## config.mk

```make
export PLATFORM = sky130hd
export DESIGN_NAME = mac_share_arbiter_flat
export DESIGN_NICKNAME = d
export VERILOG_FILES = /design/src/rtl/mac_share_arbiter_if.sv /design/src/rtl/mac_share_arbiter.sv /design/src/flat_wrapper.sv
export SDC_FILE = /design/constraint.sdc
export NUM_CORES = 1
export LEC_CHECK = 0
export ABC_CLOCK_PERIOD_IN_PS = 5700
export CORE_AREA = 2 2 141 143
export DETAILED_ROUTE_END_ITERATION = 8
export DIE_AREA = 0 0 143 145
export PLACE_DENSITY = 0.65
export SYNTH_ARGS = -nofsm -noshare
export SYNTH_HDL_FRONTEND = slang
export SYNTH_SLANG_ARGS = --single-unit
```

## constraint.sdc

```tcl
create_clock -name CLK -period 5.7 [get_ports CLK]
set_input_delay 1.14 -clock CLK [delete_from_list [all_inputs] [get_ports CLK]]
set_output_delay 1.14 -clock CLK [all_outputs]
set_load 0.02 [all_outputs]
```

## src/rtl/mac_share_arbiter_if.sv

```systemverilog
// Bundle of request, operand and result signals between the four requesting
// engines and the shared multiply-accumulate arbiter.
//
// Handshake: requester i transfers an operation on a rising clock edge where
// REQ[i] and GNT[i] are both high. It holds its operand slice stable while
// REQ[i] is high and GNT[i] is low. Results carry no backpressure: RES,
// RES_ID are meaningful only in a cycle where RES_VALID is high.
interface mac_share_arbiter_if;
    logic        EN;
    logic [3:0]  REQ;
    logic [31:0] A_BUS;
    logic [31:0] B_BUS;
    logic [31:0] C_BUS;
    logic [3:0]  ADD_SUB;
    logic [3:0]  GNT;
    logic [15:0] RES;
    logic        RES_VALID;
    logic [1:0]  RES_ID;
    logic        BUSY;

    // Arbiter side.
    modport slave (
        input  EN, REQ, A_BUS, B_BUS, C_BUS, ADD_SUB,
        output GNT, RES, RES_VALID, RES_ID, BUSY
    );

    // Requester / environment side.
    modport master (
        output EN, REQ, A_BUS, B_BUS, C_BUS, ADD_SUB,
        input  GNT, RES, RES_VALID, RES_ID, BUSY
    );
endinterface

```

## src/rtl/mac_share_arbiter.sv

```systemverilog
// Round-robin arbiter in front of one shared 8x8 multiply with add/subtract.
// One operation per cycle enters stage 1, moves unconditionally to stage 2,
// and is computed into the registered result the cycle after that.
module mac_share_arbiter (
    input  logic                  CLK,
    input  logic                  RST_N,
    mac_share_arbiter_if.slave    bus
);

    // Priority pointer: requester that is searched first.
    logic [1:0]  pri_q, pri_d;

    // Stage 1 registers.
    logic        v1_q, v1_d;
    logic [7:0]  a1_q, a1_d;
    logic [7:0]  b1_q, b1_d;
    logic [7:0]  c1_q, c1_d;
    logic        op1_q, op1_d;
    logic [1:0]  id1_q, id1_d;

    // Stage 2 registers.
    logic        v2_q, v2_d;
    logic [7:0]  a2_q, a2_d;
    logic [7:0]  b2_q, b2_d;
    logic [7:0]  c2_q, c2_d;
    logic        op2_q, op2_d;
    logic [1:0]  id2_q, id2_d;

    // Output registers.
    logic [15:0] res_q, res_d;
    logic [1:0]  res_id_q, res_id_d;
    logic        res_valid_q, res_valid_d;

    // Arbitration results.
    logic [3:0]  gnt;
    logic [1:0]  win_id;
    logic        win_found;
    logic [1:0]  idx;

    // Operand slice of the winning requester.
    logic [7:0]  a_sel, b_sel, c_sel;
    logic        op_sel;

    // Datapath.
    logic [15:0] mult;
    logic [15:0] res_calc;

    // Round-robin search starting at the pointer; first requester found wins.
    always_comb begin
        gnt       = 4'b0000;
        win_id    = 2'd0;
        win_found = 1'b0;
        idx       = 2'd0;
        for (int k = 0; k < 4; k++) begin
            idx = pri_q + 2'(k);
            if (bus.EN && bus.REQ[idx] && !win_found) begin
                gnt[idx]  = 1'b1;
                win_id    = idx;
                win_found = 1'b1;
            end
        end
    end

    // Pick the winner's operand slice out of the packed buses.
    always_comb begin
        a_sel  = bus.A_BUS[8*win_id +: 8];
        b_sel  = bus.B_BUS[8*win_id +: 8];
        c_sel  = bus.C_BUS[8*win_id +: 8];
        op_sel = bus.ADD_SUB[win_id];
    end

    // Unsigned multiply, zero-extended addend, wrap-around add or subtract.
    always_comb begin
        mult     = 16'(a2_q) * 16'(b2_q);
        res_calc = op2_q ? (16'(c2_q) + mult) : (16'(c2_q) - mult);
    end

    // Next-state for pointer, pipeline stages and output registers.
    always_comb begin
        pri_d       = win_found ? (win_id + 2'd1) : pri_q;

        v1_d        = win_found;
        a1_d        = win_found ? a_sel  : a1_q;
        b1_d        = win_found ? b_sel  : b1_q;
        c1_d        = win_found ? c_sel  : c1_q;
        op1_d       = win_found ? op_sel : op1_q;
        id1_d       = win_found ? win_id : id1_q;

        v2_d        = v1_q;
        a2_d        = a1_q;
        b2_d        = b1_q;
        c2_d        = c1_q;
        op2_d       = op1_q;
        id2_d       = id1_q;

        res_valid_d = v2_q;
        res_d       = v2_q ? res_calc : res_q;
        res_id_d    = v2_q ? id2_q    : res_id_q;
    end

    // State registers; reset discards anything in flight.
    always_ff @(posedge CLK or negedge RST_N) begin
        if (!RST_N) begin
            pri_q       <= 2'd0;
            v1_q        <= 1'b0;
            a1_q        <= 8'd0;
            b1_q        <= 8'd0;
            c1_q        <= 8'd0;
            op1_q       <= 1'b0;
            id1_q       <= 2'd0;
            v2_q        <= 1'b0;
            a2_q        <= 8'd0;
            b2_q        <= 8'd0;
            c2_q        <= 8'd0;
            op2_q       <= 1'b0;
            id2_q       <= 2'd0;
            res_q       <= 16'd0;
            res_id_q    <= 2'd0;
            res_valid_q <= 1'b0;
        end else begin
            pri_q       <= pri_d;
            v1_q        <= v1_d;
            a1_q        <= a1_d;
            b1_q        <= b1_d;
            c1_q        <= c1_d;
            op1_q       <= op1_d;
            id1_q       <= id1_d;
            v2_q        <= v2_d;
            a2_q        <= a2_d;
            b2_q        <= b2_d;
            c2_q        <= c2_d;
            op2_q       <= op2_d;
            id2_q       <= id2_d;
            res_q       <= res_d;
            res_id_q    <= res_id_d;
            res_valid_q <= res_valid_d;
        end
    end

    assign bus.GNT       = gnt;
    assign bus.RES       = res_q;
    assign bus.RES_ID    = res_id_q;
    assign bus.RES_VALID = res_valid_q;
    assign bus.BUSY      = v1_q | v2_q | res_valid_q;

endmodule

```

## src/flat_wrapper.sv

```systemverilog
// flat-port wrapper written by rule: the top's interface ports become plain ports
module mac_share_arbiter_flat 
  (CLK, RST_N, bus_EN, bus_REQ, bus_A_BUS, bus_B_BUS, bus_C_BUS, bus_ADD_SUB, bus_GNT, bus_RES, bus_RES_VALID, bus_RES_ID, bus_BUSY);
  mac_share_arbiter_if bus_i ();
  input  logic CLK;
  input  logic RST_N;
  input wire logic [$bits(bus_i.EN)-1:0] bus_EN;
  input wire logic [$bits(bus_i.REQ)-1:0] bus_REQ;
  input wire logic [$bits(bus_i.A_BUS)-1:0] bus_A_BUS;
  input wire logic [$bits(bus_i.B_BUS)-1:0] bus_B_BUS;
  input wire logic [$bits(bus_i.C_BUS)-1:0] bus_C_BUS;
  input wire logic [$bits(bus_i.ADD_SUB)-1:0] bus_ADD_SUB;
  output wire logic [$bits(bus_i.GNT)-1:0] bus_GNT;
  output wire logic [$bits(bus_i.RES)-1:0] bus_RES;
  output wire logic [$bits(bus_i.RES_VALID)-1:0] bus_RES_VALID;
  output wire logic [$bits(bus_i.RES_ID)-1:0] bus_RES_ID;
  output wire logic [$bits(bus_i.BUSY)-1:0] bus_BUSY;
  assign bus_i.EN = bus_EN;
  assign bus_i.REQ = bus_REQ;
  assign bus_i.A_BUS = bus_A_BUS;
  assign bus_i.B_BUS = bus_B_BUS;
  assign bus_i.C_BUS = bus_C_BUS;
  assign bus_i.ADD_SUB = bus_ADD_SUB;
  assign bus_GNT = bus_i.GNT;
  assign bus_RES = bus_i.RES;
  assign bus_RES_VALID = bus_i.RES_VALID;
  assign bus_RES_ID = bus_i.RES_ID;
  assign bus_BUSY = bus_i.BUSY;
  mac_share_arbiter u_core (.CLK(CLK), .RST_N(RST_N), .bus(bus_i));
endmodule
```

==> metrics.txt <==
run status=finished, final reports clean; Distinct cells, synth=57; met2 WL=between 7000 and 8000 µm; Skew-Pair Late Insertion Delay=0.35 ns; final-report hold violation count=0; YS warnings=0; Remaining DRCs=0; post-synthesis cell count=658; largest cells by area after synthesis=dfrtp_1, fa_1, ha_1; drt via density=between 4 and 5; io pins=~130; R2R depth=17; WHS Path Cells=0; full die area=20,700 µm²; clk root buf=clkbuf_16; slew margin rel.=about two fifths; worst slew pin tran=0.880 ns; initial antenna violation count=0; FF-to-FF Start=u_core.b2_q[2]; Die Span X=143 µm; HP Start=u_core.b1_q[1]; Min Clock Period, post-route=5.49 ns; Max H-tree Level=3; CP Class=register to register; Synth Flop Type=dfrtp_1; Mapped Area=6570 µm²; GP Congestion=0.850; crit-path max FO=6; syn nets=851; clock skew=around 0.0057 ns; DR iter-0 viols=between 200 and 300; buffers added on ports=130; CTS tree=yes; clock buffer depth=2; clock slew at reported path FFs=0.06 ns; pin count of the biggest net entering global routing=72; CP required=~6.0 ns; number of placement rows=51; reg2reg end=u_core.bus.RES[15]; Critical Path Start Type=register; TritonCTS Buffers=9; share of the synthesized area in the top cell type=29.3%; DR vias=around 5,200; all-layer global routing usage=15.2%; CORE AREA=19,200 µm²; Worst Hold Class=register to register; first-pass GRT wire length=about 26,000 µm; Post-DP HPWL=12,200 µm; 1st-pass router iterations=5; Initial Util=34.2%; Die Ht=145 µm; fmax=0.182 GHz; count of final max-slew check failures=0; async set or reset register ratio after synthesis=between 90% and 100%; Fillers=1,803; Critical Path Sink Type=register; Synth area leader=dfrtp_1; Mean Syn Cell Area=around 10 µm²; Met3 Wirelength=793 µm; final net count=around 1,000; max cap viols=0; Fin Hold WS=0.365 ns; CTS sink cnt=77; antenna-violating nets left=0; total global routing overflow=0; EDFF count, synth=0; drt total wl=15,300 µm; final worst-path cycle share=96.4%; register area share after synthesis=29.3%; Hold Path End=u_core.b2_q[1]; WL/cell=between 10 and 15 µm; layout cells sized above 1=14.2%; top layer in use=met4; Ant. Diodes=0; Synth Register Bits=77; Layout area overhead=34.5%; vias in the first global route=around 5,400; r2r setup slk=0.21 ns; # setup viols final=0; Met1 Wirelength=6770 µm; worst endpoint data arrival time=~5.8 ns
state kept, by name (all words and copies together) (netlist names), 2 cells and up:
name and flops:
u_core.bus.RES 16, u_core.a1_q 8, u_core.a2_q 8, u_core.b1_q 8, u_core.b2_q 8, u_core.c1_q 8, u_core.c2_q 8, u_core.bus.RES_ID 2
u_core.id1_q 2, u_core.id2_q 2, u_core.pri_q 2
per-stage QoR:
step	std cells	TNS, ns	area, µm²	setup WS [ns]	utilization, %
floorplan	658	0	6570	0.210	-
global placement	1052	0	8300	0.0706	43.2
detailed placement	1052	-0.0182	8300	-0.0182	43.2
CTS	1069	0	8640	0.00725	45.0
global route	1076	-0.0193	8840	-0.0193	46.0
finish	1076	0	8840	0.207	46.0
repair_timing:
| action | CTS | global route |
|---|---|---|
| hold buffers | 0 | 0 |
| setup endpoints to repair | 1 | 4 |
| setup buffers | 1 | 7 |
| resized for setup | 3 | 33 |
| pin swaps | 2 | 13 |
cells in the mapped netlist, drive strengths merged, types with 2 or more instances:
| cell | count |
|---|---|
| mux2i | 54 |
| xnor2 | 22 |
| nor4 | 2 |
| nand3 | 4 |
| o21ai | 28 |
| or4 | 2 |
| o221ai | 11 |
| nand3b | 3 |
| a31o | 2 |
| a211o | 6 |
| and2 | 60 |
| or3 | 5 |
| a221oi | 3 |
| a21oi | 22 |
| nor2 | 19 |
| ha | 49 |
| o31ai | 2 |
| and3 | 2 |
| o21a | 5 |
| a31oi | 7 |
| a211oi | 3 |
| fa | 37 |
| a21boi | 2 |
| xor2 | 12 |
| dfrtp | 77 |
| clkbuf | 11 |
| o211a | 2 |
| nand2 | 49 |
| nor3 | 6 |
| and3b | 2 |
| buf | 10 |
| inv | 62 |
| a21o | 8 |
| nand4 | 3 |
| nand2b | 6 |
| a311oi | 2 |
| a22oi | 8 |
| o2111ai | 2 |
| o21bai | 5 |
| mux2 | 31 |
critical path, stage by stage (launching register included):
cell,delay [ns]
dfrtp_2,0.44
and2_1,0.19
fa_1,0.51
fa_1,0.52
fa_1,0.54
inv_1,0.05
fa_1,0.52
inv_1,0.06
ha_4,0.29
nand2b_1,0.13
and3b_1,0.20
or3_4,0.38
xnor2_1,0.15
or4b_4,0.48
a21boi_2,0.16
nand4_1,0.12
or4_1,0.48
a31oi_1,0.17
worst max-delay path by stage:
| stage | start | to | depth (start not counted) |
|---|---|---|---|
| floorplan | u_core.a2_q[0] | u_core.bus.RES[15] | 19 |
| finish | u_core.b2_q[2] | u_core.bus.RES[15] | 17 |
| detailed placement | u_core.a2_q[1] | u_core.bus.RES[15] | 17 |
| global route | u_core.b2_q[2] | u_core.bus.RES[15] | 17 |
| CTS | u_core.a2_q[1] | u_core.bus.RES[15] | 17 |
| global placement | u_core.b2_q[4] | u_core.bus.RES[15] | 17 |
final cells by class:
class / instances / area, µm² / area share [%]
multi-input combinational: 498 / 4480 / 50.7
clock buffer: 9 / 225 / 2.55
tap: 265 / 332 / 3.75
sequential: 77 / 1940 / 21.9
clock inverter: 7 / 111 / 1.26
inverter: 62 / 233 / 2.63
timing repair buffer: 158 / 1520 / 17.2
placed cells by master, fill, tap and decap left out, drive strengths merged, types with 3 or more instances in the layout:
cell,Yosys,routed
clkdlybuf4s50,0,129
dfrtp,77,77
inv,62,67
and2,60,60
mux2i,54,54
nand2,49,49
ha,49,49
fa,37,37
mux2,31,31
buf,10,29
o21ai,28,28
a21oi,22,22
xnor2,22,22
nor2,19,19
xor2,12,12
o221ai,11,11
clkbuf,11,9
a21o,8,8
a22oi,8,8
a31oi,7,7
a211o,6,6
nand2b,6,6
nor3,6,6
o21a,5,5
o21bai,5,5
or3,5,5
nand3,4,4
nand3b,3,3
nand4,3,3
a221oi,3,3
a211oi,3,3
layer usage:
| layer | global-route usage (%) | vias up |
|---|---|---|
| li1 | - | 2597 |
| met1 | 19.6 | 2491 |
| met2 | 25.3 | 127 |
| met3 | 3.43 | 22 |
| met4 | 4.70 | 0 |
| met5 | 0 | - |
cells by family after synthesis:
family          after synthesis  synth area share [%]
compound gates              126                  13.5
xor+xnor                     34                  4.53
fa+ha+maj                    86                  20.6
buf+inv                      83                  5.08
flops                        77                  29.3
mux                          85                  13.5
simple gates                167                  13.5
Power is not shown: default switching activity piles up to over one toggle a cycle in this logic, so the estimate is an artifact.
